**src/rtl/uart_rx_frame.sv**
```systemverilog
// uart_rx_frame: oversampling UART receiver with configurable data width, run-time parity and stop bits.
// Define UART_RX_BREAK_DET_EN to enable break detection (o_break and the BRKWAIT state).
module uart_rx_frame #(
    parameter int CLK_FREQ     = 100000000,
    parameter int BAUD_RATE    = 115200,
    parameter int OVERSAMPLING = 16,
    parameter int DATA_BITS    = 8
) (
    input  logic                 i_clk,
    input  logic                 i_aresetn,
    input  logic                 i_rx_data,
    input  logic                 i_parity_en,
    input  logic                 i_parity_odd,
    input  logic                 i_two_stop,
    output logic [DATA_BITS-1:0] o_rx_data,
    output logic                 o_rx_valid,
    output logic                 o_parity_err,
    output logic                 o_frame_err,
    output logic                 o_rx_busy,
    output logic                 o_break
);
    localparam int DIV = CLK_FREQ / (BAUD_RATE * OVERSAMPLING);
    localparam int DW  = (DIV > 1) ? $clog2(DIV) : 1;
    localparam int SW  = $clog2(OVERSAMPLING);
    localparam int BW  = $clog2(DATA_BITS);
    localparam logic [SW-1:0] HALF  = SW'(OVERSAMPLING / 2 - 1);
    localparam logic [SW-1:0] LAST  = SW'(OVERSAMPLING - 1);
    localparam logic [BW-1:0] BLAST = BW'(DATA_BITS - 1);
`ifdef UART_RX_BREAK_DET_EN
    typedef enum logic [2:0] {IDLE, START, DATA, PARITY, STOP, BRKWAIT} state_t;
`else
    typedef enum logic [2:0] {IDLE, START, DATA, PARITY, STOP} state_t;
`endif
    logic [DW-1:0] div_cnt;
    logic          tick;
    logic [1:0]    sync;
    logic [2:0]    win;
    logic          filt;
    assign tick = div_cnt == DW'(DIV - 1);
    // synchroniser and filter idle high so reset never looks like a start edge
    always_ff @(posedge i_clk or negedge i_aresetn) begin
        if (!i_aresetn) begin
            div_cnt <= '0;
            sync    <= 2'b11;
            win     <= 3'b111;
            filt    <= 1'b1;
        end else begin
            div_cnt <= tick ? '0 : div_cnt + 1'b1;
            sync    <= {sync[0], i_rx_data};
            if (tick) begin
                win  <= {win[1:0], sync[1]};
                filt <= (win[1] & win[0]) | (win[1] & sync[1]) | (win[0] & sync[1]);
            end
        end
    end
    state_t               state, state_n;
    logic [SW-1:0]        cnt, cnt_n;
    logic [BW-1:0]        bcnt, bcnt_n;
    logic [DATA_BITS-1:0] sh, sh_n;
    logic [2:0]           cfg, cfg_n;
    logic                 perr, perr_n, ferr, ferr_n, pzero, pzero_n, fin, brk, mid;
    always_comb begin
        state_n = state;
        cnt_n   = cnt;
        bcnt_n  = bcnt;
        sh_n    = sh;
        cfg_n   = cfg;
        perr_n  = perr;
        ferr_n  = ferr;
        pzero_n = pzero;
        fin     = 1'b0;
        brk     = 1'b0;
        mid     = cnt == LAST;
        if (tick) begin
            cnt_n = mid ? '0 : cnt + 1'b1;
            case (state)
                IDLE: if (!filt) begin
                    state_n = START;
                    cnt_n   = SW'(1);
                    cfg_n   = {i_parity_en, i_parity_odd, i_two_stop};
                    perr_n  = 1'b0;
                    ferr_n  = 1'b0;
                    pzero_n = 1'b1;
                end
                START: if (cnt == HALF) begin
                    state_n = filt ? IDLE : DATA;
                    cnt_n   = '0;
                    bcnt_n  = '0;
                end
                DATA: if (mid) begin
                    sh_n    = {filt, sh[DATA_BITS-1:1]};
                    bcnt_n  = (bcnt == BLAST) ? '0 : bcnt + 1'b1;
                    state_n = (bcnt != BLAST) ? DATA : cfg[2] ? PARITY : STOP;
                end
                PARITY: if (mid) begin
                    perr_n  = ((^sh) ^ filt) != cfg[1];
                    pzero_n = !filt;
                    state_n = STOP;
                end
                STOP: if (mid) begin
                    ferr_n = ferr | !filt;
                    bcnt_n = bcnt + 1'b1;
                    if (!cfg[0] || bcnt != '0) begin
                        fin     = 1'b1;
                        bcnt_n  = '0;
                        state_n = IDLE;
`ifdef UART_RX_BREAK_DET_EN
                        brk     = ferr_n && pzero && sh == '0;
                        state_n = brk ? BRKWAIT : IDLE;
`endif
                    end
                end
`ifdef UART_RX_BREAK_DET_EN
                BRKWAIT: if (filt) state_n = IDLE;
`endif
                default: state_n = IDLE;
            endcase
        end
    end
    always_ff @(posedge i_clk or negedge i_aresetn) begin
        if (!i_aresetn) begin
            state        <= IDLE;
            cnt          <= '0;
            bcnt         <= '0;
            sh           <= '0;
            cfg          <= '0;
            perr         <= 1'b0;
            ferr         <= 1'b0;
            pzero        <= 1'b1;
            o_rx_data    <= '0;
            o_rx_valid   <= 1'b0;
            o_parity_err <= 1'b0;
            o_frame_err  <= 1'b0;
            o_rx_busy    <= 1'b0;
            o_break      <= 1'b0;
        end else begin
            state      <= state_n;
            cnt        <= cnt_n;
            bcnt       <= bcnt_n;
            sh         <= sh_n;
            cfg        <= cfg_n;
            perr       <= perr_n;
            ferr       <= ferr_n;
            pzero      <= pzero_n;
            o_rx_valid <= fin;
            o_rx_busy  <= state_n != IDLE;
            o_break    <= brk;
            if (fin) begin
                o_rx_data    <= sh_n;
                o_parity_err <= perr_n;
                o_frame_err  <= ferr_n;
            end
        end
    end
endmodule
```
**config.mk**
```make
export PLATFORM = sky130hd
export DESIGN_NAME = uart_rx_frame
export DESIGN_NICKNAME = d
export VERILOG_FILES = /design/src/rtl/uart_rx_frame.sv
export SDC_FILE = /design/constraint.sdc
export NUM_CORES = 1
export LEC_CHECK = 0
export BUFFER_PORTS_ARGS = -buffer_cell sky130_fd_sc_hd__buf_2
export CORE_MARGIN = 5
export CORE_UTILIZATION = 63
export CTS_CLUSTER_DIAMETER = 40
export DETAILED_ROUTE_END_ITERATION = 7
export GPL_TIMING_DRIVEN = 0
export HOLD_SLACK_MARGIN = 0.03
export PLACE_DENSITY = 0.84
export SYNTH_ARGS = -nofsm -noshare
export SYNTH_HDL_FRONTEND = slang
export SYNTH_SLANG_ARGS = --single-unit
export TNS_END_PERCENT = 1
```
**constraint.sdc**
```tcl
create_clock -name i_clk -period 4.15 [get_ports i_clk]
set_clock_uncertainty 0.05 [all_clocks]
set_input_delay 0.415 -clock i_clk [delete_from_list [all_inputs] [get_ports i_clk]]
set_output_delay 0.415 -clock i_clk [all_outputs]
set_load 0.01 [all_outputs]
```
# After elaboration in Yosys (flattened, before gate mapping)
# Index checks and enable logic that the tools add are counted.
# totals
reg_bits,46
word_cells,87
output_inout_bits,13
inputBits,6
# classes
mux,37
add_sub_neg,3
n_reduce_logical,10
n_eq_ne,13
bitwise_logic,8
# ops
operator,n
$mux W3,14
$mux W8,3
$pmux W3 S5,1
$mux W4,3
$mux W1,10
$pmux W3 S3,1
$reduce_bool A3 Y1,3
$pmux W4 S2,1
$reduce_xor A8 Y1,1
$add A6 B1 Y6 const B,1
$eq A3 B2 Y1 const B,2
$eq A3 B3 Y1 const B,2
$eq A6 B6 Y1 const B,1
$mux W6,1
$ne A2 B2 Y1 const B,3
$reduce_and A5 Y1,1
$add A4 B1 Y4 const B,1
$eq A4 B3 Y1 const B,1
$eq A4 B4 Y1 const B,1
$pmux W1 S2,2
$add A3 B1 Y3 const B,1
$and A1 B1 Y1,3
$eq A3 B1 Y1 const B,1
$logic_not A3 Y1,1
other kinds (9),12

# Longest topological paths before layout
# logic_depth
depth_word,7
depth_mapped,8
ltp_nobuf,7

# Least setup slack after synthesis
# OpenSTA, ideal clock, no wires.
# synth_timing
kind,flip-flop to flip-flop
startpoint,reg div_cnt[1]
endpoint,reg o_rx_data[0]
arrival_ps,1829
stages_incl_launch_ff,9
path_buffers,1
setup_ps,125
slack_ps,2147
required_ps,3975
period_less_slack_ps,2003
path_cell_list,dfrtp_1 inv_1 ha_1 nand4_1 nor3_1 and2_1 buf_2 mux2_1 mux2_2
# synth_between
elab_chain_cells,2
elab_cells_between_ends,3
classes_between,1 x eq/ne; 2 x mux
# synth_rtl
item,line_no,text
"start, declared",34,logic [DW-1:0] div_cnt;
"start signal, assigned",48,div_cnt <= tick ? '0 : div_cnt + 1'b1;
$eq A6 B6 Y1,39,assign tick = div_cnt == DW'(DIV - 1);
$mux W8,74,if (tick) begin
named net sh_n[0],59,"logic [DATA_BITS-1:0] sh, sh_n;"
"end signal, assigned",149,o_rx_data <= sh_n;
"end, declared",15,"output logic [DATA_BITS-1:0] o_rx_data,"
# The timed path passes the listed nets, and every way through them passes these cells.
# A chain may end at the register's enable or synchronous reset.

# Worst setup path in the final report
# layout_timing
startpoint,reg cnt[0]
endpoint,reg o_rx_data[7]
# layout_between
elab_chain_cells,4
elab_cells_between_ends,7
classes_between,1 x eq/ne; 6 x mux
# layout_rtl
item,line_no,text
"start, declared",57,"logic [SW-1:0] cnt, cnt_n;"
"start signal, assigned",138,cnt <= cnt_n;
$eq A4 B4 Y1,73,mid = cnt == LAST;
$mux W8,90,DATA: if (mid) begin
$mux W8,76,case (state)
$mux W8,74,
named net sh_n[7],59,
# The timed path passes the listed nets, and every way through them passes these cells.

==> results.cfg <==
[status]
outcome = finished clean

[final_layout]
n_fill_cell = 249
diodes = 0
synthToLayoutAreaGrowth_pct = 9.99
layout_common_cells = dfrtp_1 (41), nor2_1 (20), buf_2 (19)
register_area_um2 = 1160
multi_input_area_um2 = 982
final_core_util_pct = 72.5
drive_above_1_share_pct = 22.0
finalNetCount = 234
layout_commonest_cell = dfrtp_1

[global_route]
track_usage_pct = 17.6
antenna_found_initial = 0
grt_pass1_vias = 1607
grt_pass1_wl_mm = 6.96
grt_start_max_net_pins = 47
overflow = 0

[timing]
fmax_mhz = 447
period_needed_ps = 2240
finalSetupViolCount = 0
finalHoldViolCount = 0
timing.final.crit_share_pct = 54.0
setup_slack_ps = 1910
max-slew-margin-rel_pct = 35.8
finalMaxSlewViolations = 0
rsz0062_at_grt = false
tns_ps = 0
worst_pin_slew_ps = 963

[setup_path]
criticalPathCategory = register to register
path_max_fanout = 8
crit_path_end_kind = register
cp.arrival_ps = 2430
r2r_start = cnt[0]
rrSetupSlack_ps = 1910
startpoint_type = register
rr_endpoint = o_rx_data[7]
reg2reg_depth = 7
required_ps = 4340

[cts]
cts_tree = built
cts_buffers = 5
ctsRootBufferMaster = clkbuf_4
cts_resized = 0
cts_num_sinks = 46
cts_setup_buffers = 0
clock_path_buffers = 2
cts-hold-fix-buffers = 0
clkTransAtPathRegs_ps = 120
insertion_delay_ps = 350
h-tree-depth = 2

[floorplanning]
initial_core_util_pct = 65.9
pin_count = 19
die_w_um = 69.3
dieHeight_um = 69.3
num_rows = 21
fp.dieArea_um2 = 4810
coreArea_um2 = 3360

[pwr]
total_power_w = 0.000733
p_leak_nw = 1.18
p_per_area_nw_per_um2 = 301
ir_drop_mv = 0.243

[placement]
place_congestion = 0.948
post-dp-hpwl_mm = 2.90
port_buffers = 17
post-place-ws_ps = 1930

[hold_path]
hold_end = sync[0]
hold_depth = 1
hold_class = input pin to register
min-delay-start = i_rx_data

[drt]
ant_nets = 0
drtIter0Drc = 57
drc = 0
viasPerCell = 5.70
routedWlPerCell_um = 14.6
vias = 1532
wirelength_mm = 3.93
dr.pass1.iters = 5

[synthesis]
yosys_most_used_dff = dfrtp_1
syn-num-nets = 210
synth.distinct_cells = 47
ys_top_cells_by_area = dfrtp_1 (46%), dfstp_2 (5.9%), mux2_1 (5.6%)
synth_area_um2 = 2220
ys_ff_latch = 46
async_flop_share_pct = 100
avgSynthCellArea_um2 = 11.2
yosysWarningCount = 0
synth.top_cell.area_share_pct = 46.3
netlist_instances = 198
synth_top_cell_by_area = dfrtp_1
yosysSeqAreaShare_pct = 52.2
synth_edf_count = 0

[job]
maxCapViolations = 0
-- routing by layer --
layer	vias to the layer above	track usage (%)	part of all wire (%)
met5	-	0	0
met1	743	20.4	42
li1	728	-	-
met3	10	4.64	5.8
met2	51	30.8	50
met4	0	6.94	2.0
-- synthesized netlist by cell type (4+ instances only) --
cell type  instances
dfrtp_1           41
nor2_1            20
nand2_1           15
mux2_1            11
xnor2_1            9
mux2_2             8
o21ai_1            7
a21oi_1            6
ha_1               6
dfstp_2            5
inv_1              5
a31oi_1            4
clkbuf_1           4
nand3_1            4
o21ai_0            4
-- how the worst max path moves through the flow --
stage,start,endpoint,slack (ps),depth (start not counted)
6_report,cnt[0],o_rx_data[7],1910,7
5_1_grt,cnt[0],o_rx_data[0],1730,7
2_1_floorplan,div_cnt[1],o_rx_data[0],2150,8
4_1_cts,div_cnt[1],o_rx_data[7],1900,8
3_5_place_dp,div_cnt[1],o_rx_data[7],1930,8
3_3_place_gp,div_cnt[1],o_rx_data[7],1970,8
-- worst max-delay path: stages, from the launching register on --
cell	delay [ps]
dfrtp_1	410
ha_1	260
nand3_1	130
nor3_1	270
and2_1	170
buf_2	210
mux2_1	360
mux2_2	270
-- kinds of logic (layout without fill, tap and decap cells) --
| logic type | Yosys count | in the layout | synth area share [%] |
|---|---|---|---|
| compound gates | 30 | 30 | 8.35 |
| buf+inv | 16 | 41 | 3.50 |
| other cells | 1 | 1 | 0.169 |
| mux | 23 | 23 | 12.1 |
| xor+xnor | 13 | 13 | 5.76 |
| fa+ha+maj | 6 | 6 | 3.39 |
| simple gates | 63 | 63 | 14.5 |
| flops | 46 | 46 | 52.2 |
-- state kept, by name (all words and copies together), names as in the netlist --
name	flops
sh	8
bcnt	3
cnt	4
sync	2
o_rx_busy	1
o_rx_data	8
state	3
perr	1
o_rx_valid	1
o_frame_err	1
o_parity_err	1
filt	1
win	2
div_cnt	6
ferr	1
cfg	3
-- per-stage QoR --
step / std cells / cell area [um^2] / hold slack [ps]
3_5_place_dp: 261 / 2360 / 302
3_3_place_gp: 261 / 2360 / 298
4_1_cts: 269 / 2440 / 83.9
2_1_floorplan: 198 / 2220 / 69.4
5_1_grt: 269 / 2440 / 76.4
6_report: 269 / 2440 / 103
-- area by class of cell --
class,count,area share (%)
Multi-Input combinational cell,136,40.3
Buffer,10,2.26
Clock inverter,2,1.54
Timing Repair Buffer,17,3.49
Clock buffer,6,1.69
Sequential cell,46,47.5
Tap cell,46,2.36
Inverter,6,0.924
-- power breakdown --
| group | internal [W] | leakage (nW) | switching (W) |
|---|---|---|---|
| registers | 0.000452 | 0.604 | 0.00000143 |
| clock network | 0.000127 | 0.0385 | 0.000138 |
| logic | 0.00000481 | 0.538 | 0.0000106 |
| total | 0.000584 | 1.18 | 0.000150 |
No activity file was read; power rests on OpenSTA's default activity.
